### config.mk
export PLATFORM = sky130hd
export DESIGN_NAME = ps2_receiver
export DESIGN_NICKNAME = d
export VERILOG_FILES = /design/src/rtl/ps2_pkg.sv /design/src/rtl/ps2_fifo.sv /design/src/rtl/ps2_receiver.sv
export SDC_FILE = /design/constraint.sdc
export NUM_CORES = 1
export LEC_CHECK = 0
export BUFFER_PORTS_ARGS = -buffer_cell sky130_fd_sc_hd__buf_4
export CAP_MARGIN = 20
export CORE_ASPECT_RATIO = 0.7
export CORE_UTILIZATION = 35
export CTS_BUF_LIST = sky130_fd_sc_hd__clkbuf_4 sky130_fd_sc_hd__clkbuf_8
export DETAILED_ROUTE_END_ITERATION = 16
export PLACE_DENSITY_LB_ADDON = 0.08
export SYNTH_ARGS = -nofsm -noshare
export SYNTH_HDL_FRONTEND = slang
export SYNTH_SLANG_ARGS = --single-unit
export TNS_END_PERCENT = 100
### constraint.sdc
create_clock -name clk -period 3.8 [get_ports clk]
set_clock_uncertainty 0.1 [all_clocks]
set_input_delay 0.76 -clock clk [delete_from_list [all_inputs] [get_ports clk]]
set_output_delay 0.76 -clock clk [all_outputs]
set_load 0.03 [all_outputs]
### src/rtl/ps2_pkg.sv
// rtl/ps2_pkg.sv - shared PS/2 frame constants, FSM state type and frame check
package ps2_pkg;

  localparam int FRAME_BITS = 11;
  localparam int BIT_CNT_W  = 4;
  localparam logic START_BIT = 1'b0;
  localparam logic STOP_BIT  = 1'b1;

  typedef enum logic [0:0] {
    ST_IDLE = 1'b0,
    ST_RECV = 1'b1
  } rx_state_t;

  // Field order matches the shift register once all 11 bits are in (start at bit 0).
  typedef struct packed {
    logic       stop;
    logic       parity;
    logic [7:0] code;
    logic       start;
  } ps2_frame_t;

  function automatic logic frame_ok(input ps2_frame_t f);
    return (f.start == START_BIT) && (f.stop == STOP_BIT) && (^{f.code, f.parity});
  endfunction

endpackage

### src/rtl/ps2_fifo.sv
// rtl/ps2_fifo.sv - show-ahead scan-code FIFO with push/pop/full/empty
module ps2_fifo #(
  parameter int DEPTH = 8
) (
  input  logic       clk,
  input  logic       rst,
  input  logic       push,
  input  logic [7:0] push_data,
  input  logic       pop,
  output logic [7:0] pop_data,
  output logic       full,
  output logic       empty
);

  localparam int PW = (DEPTH > 1) ? $clog2(DEPTH) : 1;
  localparam int CW = PW + 1;

  logic [7:0]    mem [DEPTH];
  logic [PW-1:0] wr_ptr;
  logic [PW-1:0] rd_ptr;
  logic [CW-1:0] count;
  logic          do_push;
  logic          do_pop;

  assign full  = (count == CW'(DEPTH));
  assign empty = (count == '0);

  // A pop frees a slot in the same cycle, so a push into a full FIFO still lands.
  assign do_pop  = pop && !empty;
  assign do_push = push && (!full || do_pop);

  assign pop_data = empty ? 8'h00 : mem[rd_ptr];

  always_ff @(posedge clk) begin
    if (do_push) begin
      mem[wr_ptr] <= push_data;
    end
  end

  always_ff @(posedge clk or posedge rst) begin
    if (rst) begin
      wr_ptr <= '0;
      rd_ptr <= '0;
      count  <= '0;
    end else begin
      if (do_push) begin
        wr_ptr <= wr_ptr + 1'b1;
      end
      if (do_pop) begin
        rd_ptr <= rd_ptr + 1'b1;
      end
      case ({do_push, do_pop})
        2'b10:   count <= count + 1'b1;
        2'b01:   count <= count - 1'b1;
        default: count <= count;
      endcase
    end
  end

endmodule

### src/rtl/ps2_receiver.sv
// rtl/ps2_receiver.sv - PS/2 keyboard frame receiver feeding a scan-code FIFO
module ps2_receiver
  import ps2_pkg::*;
#(
  parameter int FIFO_DEPTH     = 8,
  parameter int TIMEOUT_CYCLES = 16384
) (
  input  logic       clk,
  input  logic       rst,
  input  logic       ps2_clk,
  input  logic       ps2_data,
  input  logic       rd_en,
  output logic [7:0] data,
  output logic       ready,
  output logic       overflow,
  output logic       frame_err
);

  localparam int TO_W = $clog2(TIMEOUT_CYCLES + 1);
  localparam logic [BIT_CNT_W-1:0] LAST_CNT = BIT_CNT_W'(FRAME_BITS - 1);
  localparam logic [TO_W-1:0]      TO_LAST  = TO_W'(TIMEOUT_CYCLES - 1);

  logic clk_s1, clk_s2, clk_hist;
  logic dat_s1, dat_s2;
  logic fall;

  rx_state_t              state;
  logic [BIT_CNT_W-1:0]   bit_cnt;
  logic [FRAME_BITS-1:0]  shreg;
  logic [TO_W-1:0]        idle_cnt;
  ps2_frame_t             next_frame;
  logic                   last_bit;
  logic                   timeout_hit;

  logic       push_q;
  logic [7:0] push_code;
  logic       fifo_full;
  logic       fifo_empty;

  always_ff @(posedge clk or posedge rst) begin
    if (rst) begin
      clk_s1   <= 1'b1;
      clk_s2   <= 1'b1;
      clk_hist <= 1'b1;
      dat_s1   <= 1'b1;
      dat_s2   <= 1'b1;
    end else begin
      clk_s1   <= ps2_clk;
      clk_s2   <= clk_s1;
      clk_hist <= clk_s2;
      dat_s1   <= ps2_data;
      dat_s2   <= dat_s1;
    end
  end

  assign fall = clk_hist && !clk_s2;

  // Bits arrive LSB first, so shifting in at the top leaves the start bit at bit 0.
  assign next_frame  = ps2_frame_t'({dat_s2, shreg[FRAME_BITS-1:1]});
  assign last_bit    = (state == ST_RECV) && fall && (bit_cnt == LAST_CNT);
  assign timeout_hit = (state == ST_RECV) && !fall && (idle_cnt == TO_LAST);

  always_ff @(posedge clk or posedge rst) begin
    if (rst) begin
      state    <= ST_IDLE;
      bit_cnt  <= '0;
      shreg    <= '0;
      idle_cnt <= '0;
    end else begin
      case (state)
        ST_IDLE: begin
          idle_cnt <= '0;
          if (fall) begin
            state   <= ST_RECV;
            bit_cnt <= BIT_CNT_W'(1);
            shreg   <= {dat_s2, {(FRAME_BITS-1){1'b0}}};
          end
        end
        ST_RECV: begin
          if (fall) begin
            idle_cnt <= '0;
            shreg    <= next_frame;
            if (bit_cnt == LAST_CNT) begin
              state   <= ST_IDLE;
              bit_cnt <= '0;
            end else begin
              bit_cnt <= bit_cnt + 1'b1;
            end
          end else if (timeout_hit) begin
            state    <= ST_IDLE;
            bit_cnt  <= '0;
            shreg    <= '0;
            idle_cnt <= '0;
          end else begin
            idle_cnt <= idle_cnt + 1'b1;
          end
        end
        default: begin
          state    <= ST_IDLE;
          bit_cnt  <= '0;
          idle_cnt <= '0;
        end
      endcase
    end
  end

  // Frame verdict is registered; the push and the error pulse share the cycle after the 11th edge.
  always_ff @(posedge clk or posedge rst) begin
    if (rst) begin
      push_q    <= 1'b0;
      push_code <= 8'h00;
      frame_err <= 1'b0;
    end else begin
      push_q    <= last_bit && frame_ok(next_frame);
      push_code <= next_frame.code;
      frame_err <= last_bit && !frame_ok(next_frame);
    end
  end

  always_ff @(posedge clk or posedge rst) begin
    if (rst) begin
      overflow <= 1'b0;
    end else if (push_q && fifo_full && !rd_en) begin
      overflow <= 1'b1;
    end
  end

  ps2_fifo #(
    .DEPTH(FIFO_DEPTH)
  ) u_fifo (
    .clk      (clk),
    .rst      (rst),
    .push     (push_q),
    .push_data(push_code),
    .pop      (rd_en),
    .pop_data (data),
    .full     (fifo_full),
    .empty    (fifo_empty)
  );

  assign ready = !fifo_empty;

endmodule
* Yosys cells after proc, flatten, opt, wreduce, memory -nomap -nowiden
Memory sizes are Yosys's and may differ from the RTL's.
Cells that the tools add are included.
W data, S select, Z words.
** Cells by class
- Equality and inequality tests :: 7
- Bitwise logic cells :: 2
- Mux-type cells :: 21
- Reduce and logical (&&, ||, !) cells :: 24
- $add $sub $neg :: 6
** Operators by type and width (number)
- $mux W11 :: 3
- $mux W15 :: 2
- $pmux W15 S2 :: 1
- $pmux W11 S2 :: 1
- $mux W4 :: 4
- $pmux W4 S2 :: 2
- $add A15 B1 Y15 const B :: 1
- $eq A15 B14 Y1 const B :: 1
- $logic_and A1 B1 Y1 :: 13
- $reduce_xor A9 Y1 :: 1
- $add A4 B1 Y4 const B :: 2
- $eq A4 B4 Y1 const B :: 2
- $mux W8 :: 1
- $add A3 B1 Y3 const B :: 2
- $logic_not A1 Y1 :: 6
- $mux W1 :: 6
- $logic_not A4 Y1 :: 1
- $sub A4 B1 Y4 const B :: 1
- $ne A3 B2 Y1 const B :: 1
- $eq A2 B1 Y1 const B :: 1
- $eq A2 B2 Y1 const B :: 1
- $ne A2 B2 Y1 const B :: 1
- $not A1 Y1 :: 2
- $pmux W1 S2 :: 1
- 3 further kinds :: 3
** Storage, ports and cells
- Memories :: 1
- RAM bits :: 64
- Flip-flop bits (word level) :: 57
- Word-level logic and storage cells :: 77
- Input bits :: 5
- Output and inout port bits :: 11
** Memories
- u_fifo.mem :: depth 8, width 8, read ports 1, clocked after Yosys merged registers in 0, write ports 1, RTL line ps2_fifo.sv:18 : logic [7:0] mem [DEPTH];

* Depth between registers and ports, before layout
- Depth in word-level cells :: 8
- Depth in mapped cells :: 8
- Gate-level depth less buffers :: 7

* Modules after synthesis
A second synthesis with hierarchy kept.
** Unflattened totals
- Cell total of the unflattened synthesis :: 333
- Area total of the unflattened synthesis :: 5052.3 um^2
** By module, submodules not included
- ps2_fifo :: area an instance 3101.7 um^2, instances 1, cells each 173
- ps2_receiver :: area an instance 1950.6 um^2, instances 1, cells each 160

* Worst setup path after synthesis
No wires, ideal clock.
- Path type :: register to output
- Start point :: register u_fifo.rd_ptr[2]
- End point :: output data[6]
- Path slack :: 1364 ps
- Cell stages (with the launch flop) :: 6
- Required time :: 2940 ps
- Arrival time :: 1576 ps
- Path through :: dfrtp_1 clkbuf_2 buf_1 mux4_2 mux2i_1 nor2_1
** On the way
- Word-level cells in the longest chain between the ends :: 2
** RTL lines
- from (decl) :: RTL line ps2_fifo.sv:20 : logic [PW-1:0] rd_ptr;
- from (signal assigned) :: RTL line ps2_fifo.sv:50 : rd_ptr <= rd_ptr + 1'b1;
- $mem_v2 Z8 W8
- $mux W8 :: RTL line ps2_fifo.sv:32 : assign pop_data = empty ? 8'h00 : mem[rd_ptr];
- to (decl) :: RTL line ps2_receiver.sv:13 : output logic [7:0] data,
No other way between the ends.

* Final worst setup path
- Start point :: register u_fifo.rd_ptr[1]
- End point :: output data[2]
The elaborated chain is that of the path after synthesis.

==> summary.md <==
| Metric | Value |
|---|---|
| Initial Util | between 30% and 40% |
| Die area | ~15000 µm² |
| Initial drt markers | around 120 |
| Final core utilization | 41.8% |
| Clock latency at the later pin of the worst-skew pair | around 0.43 ns |
| TritonCTS Buffers | 17 |
| Setup Viol. Count Final | 0 |
| Largest net degree at the start of global routing | 35 |
| Sw Ratio | about 33% |
| Yosys reg bits | 120 |
| Comb pwr share | between 20 and 25% |
| Worst Path Arrival | around 2.2 ns |
| Cell Pwr Density | 617 nW/µm² |
| Min-delay worst type | flop to flop |
| Switching pwr | about 1.1 mW |
| CP Launch Type | flop |
| Critical path endpoint category | primary output |
| HPWL after DPL | around 5900 µm |
| # rows | 35 |
| Tightest Pin Transition | roughly 0.84 ns |
| Routed wire length | 9180 µm |
| Die Wd | approximately 140 µm |
| GPL Wtd Cong | ~0.7 |
| Highest Clock Rate | about 0.32 GHz |
| Max-slew violations | 0 |
| Synth warn | 0 |
| Post-route antenna net violation count | 0 |
| I/O Pins | 16 |
| Commonest non-fill, non-tap cell in the layout | edfxtp_1 |
| Vias in the first global route | around 2600 |
| Global-route usage over all layers | around 14% |
| Root buffer cell | clkbuf_8 |
| Leak Pwr | ~2.2 nW |
| CTS Sinks | 120 |
| Worst endpoint required time | around 2.9 ns |
| Async SR Flop Fraction | a little under half |
| Sequential share of the synthesized area | between 60% and 70% |
| # Post-CTS Setup Buffers | 0 |
| Final Hold Vio Count | 0 |
| Minimum clock period after layout | about 3 ns |
| Synth Flop Type | edfxtp_1 |
| Post-route setup TNS | 0 ns |
| Max-cap violation count | 0 |
| DRC | 0 |
| Clock Pin Slew Worst Setup and Hold Paths | ~0.070 ns |
| Critical path class | flop to primary output |
| Layout area overhead | 13.9% |
| CP Max Fanout | 13 |
| Core ar. | about 13000 µm² |
| Syn_nets | 328 |
| Clock share of power | 28.3% |
| Clock tree buffer depth | 2 |
| Avg Cell Area, Syn | between 15 and 20 µm² |
| Vias per cell | between 4 and 5 |
| Via count | 2602 |
| RSZ-0062 raised after global routing | no |
| IO Port Bufs | 15 |
| Status | finished clean |
| Share of layout cells above drive strength 1 | 25.1% |
| Post-CTS Hold Fix Bufs | 0 |
| Die height | about 100 µm |
| Yosys cell types | 56 |
| Pre-antenna DRT Iters | 5 |
| VDD IR max | 0.211 mV |
| Max_slew headroom | 43.5% |
| Int Pwr | roughly 2.3 mW |
| Grt ovf | 0 |
| Fin crit share | around 80% |
| Resized Gates After CTS | 0 |
| First-pass GRT wire length | roughly 15000 µm |
| Routed length per instance | 16.8 µm |
| Antenna cells | 0 |
| Initial antenna violation count | 0 |
| Final net count | between 300 and 400 |
| CTS tree | yes |
| H-tree depth | 4 |
| Post-Synthesis Cells | 317 |
| Commonest cells after routing, fill and taps aside | 64 x edfxtp_1, 51 x dfrtp_1, 31 x nor2_1 |
| Syn Std Cell Area | approximately 5000 µm² |
| Sequential power share | between 40% and 50% |
| EDFF count, synth | 64 |
[critical path: stages, from the launching register on]
cell and delay (ns):
dfrtp_1 0.54, buf_4 0.34, mux4_2 0.54, mux2i_1 0.14
nor2_1 0.07, buf_4 0.17
[registers in the layout, indices dropped and copies added, names as in the netlist]
| register | cells |
|---|---|
| overflow | 1 |
| clk_s2 | 1 |
| bit_cnt | 4 |
| clk_hist | 1 |
| frame_err | 1 |
| u_fifo.mem | 64 |
| shreg | 10 |
| push_q | 1 |
| state | 1 |
| clk_s1 | 1 |
| u_fifo.count | 4 |
| u_fifo.wr_ptr | 3 |
| idle_cnt | 15 |
| u_fifo.rd_ptr | 3 |
| dat_s1 | 1 |
| push_code | 8 |
| dat_s2 | 1 |
[kinds of logic after synthesis]
family,share of synthesized area (%)
flops,67.2
simple gates,9.76
buf+inv,1.95
mux,9.12
xor+xnor,5.05
fa+ha+maj,1.52
compound gates,5.36
[per-layer routing]
layer / vias up / GRT usage [%] / part of all wire, %
met5: - / 0 / 0
met4: 0 / 6.72 / 0.62
met3: 4 / 3.97 / 3.9
met2: 40 / 20.2 / 44
met1: 1310 / 20.6 / 52
li1: 1248 / - / -
[Yosys cell counts, types with 3 or more instances]
master | n | area (µm²)
dfstp_2 | 5 | 131
xor2_1 | 12 | 105
xnor2_1 | 14 | 123
nor2_1 | 31 | 116
and3_1 | 3 | 18.8
edfxtp_1 | 64 | 1920
nor3_1 | 3 | 15.0
nand3_1 | 8 | 40.0
nand2_1 | 15 | 56.3
nand2b_1 | 6 | 37.5
a21oi_1 | 3 | 15.0
mux4_2 | 16 | 360
ha_1 | 6 | 75.1
and4_1 | 3 | 26.3
nand4_1 | 6 | 37.5
buf_2 | 4 | 20.0
a22o_1 | 9 | 78.8
inv_1 | 6 | 22.5
dfrtp_1 | 51 | 1280
mux2i_1 | 8 | 80.1
[power by group through the flow]
stage,logic [mW],registers [mW],clock network (mW)
after floorplan,0.745,1.55,0
after global placement,0.866,1.67,0
after detailed placement,0.876,1.67,0
after CTS,0.877,1.64,1.01
after global routing,0.930,1.66,1.08
final,0.857,1.64,0.986
[final timing paths]
path | startpoint | to | slack [ns] | depth (start not counted)
worst max-delay path | u_fifo.rd_ptr[1]$_DFFE_PP0N_ | data[2] | 0.71 | 5
worst min-delay path | dat_s1$_DFF_PP1_ | dat_s2$_DFF_PP1_ | 0.26 | 0
worst max register to register | u_fifo.count[1]$_DFFE_PP0P_ | u_fifo.mem[2][1]$_DFFE_PP_ | 1.54 | 4
worst min register to register | dat_s1$_DFF_PP1_ | dat_s2$_DFF_PP1_ | 0.26 | 0
max in group asynchronous | rst | dat_s2$_DFF_PP1_ | 2.50 | 3
min in group asynchronous | rst | idle_cnt[5]$_DFF_PP0_ | 0.35 | 2
[cell type report]
class	instances	area (µm²)
multi-input cells	178	1530
well taps	185	231
fillers	1278	7850
repair buffers	25	188
clock inverters	15	106
clock buffers	17	234
inverters	7	26.3
flip-flops and latches	120	3330
[through the flow]
stage | setup slack [ns] | instance area, µm² | hold WS [ns] | cells | total power [mW]
after floorplan | 1.36 | 4950 | 0.245 | 317 | 2.29
after global placement | 1.11 | 5300 | 0.246 | 515 | 2.53
after detailed placement | 1.09 | 5300 | 0.247 | 515 | 2.54
after CTS | 0.618 | 5640 | 0.259 | 547 | 3.53
after global routing | 0.549 | 5640 | 0.262 | 547 | 3.67
final | 0.711 | 5640 | 0.257 | 547 | 3.48
(Power assumes the default switching activity.)
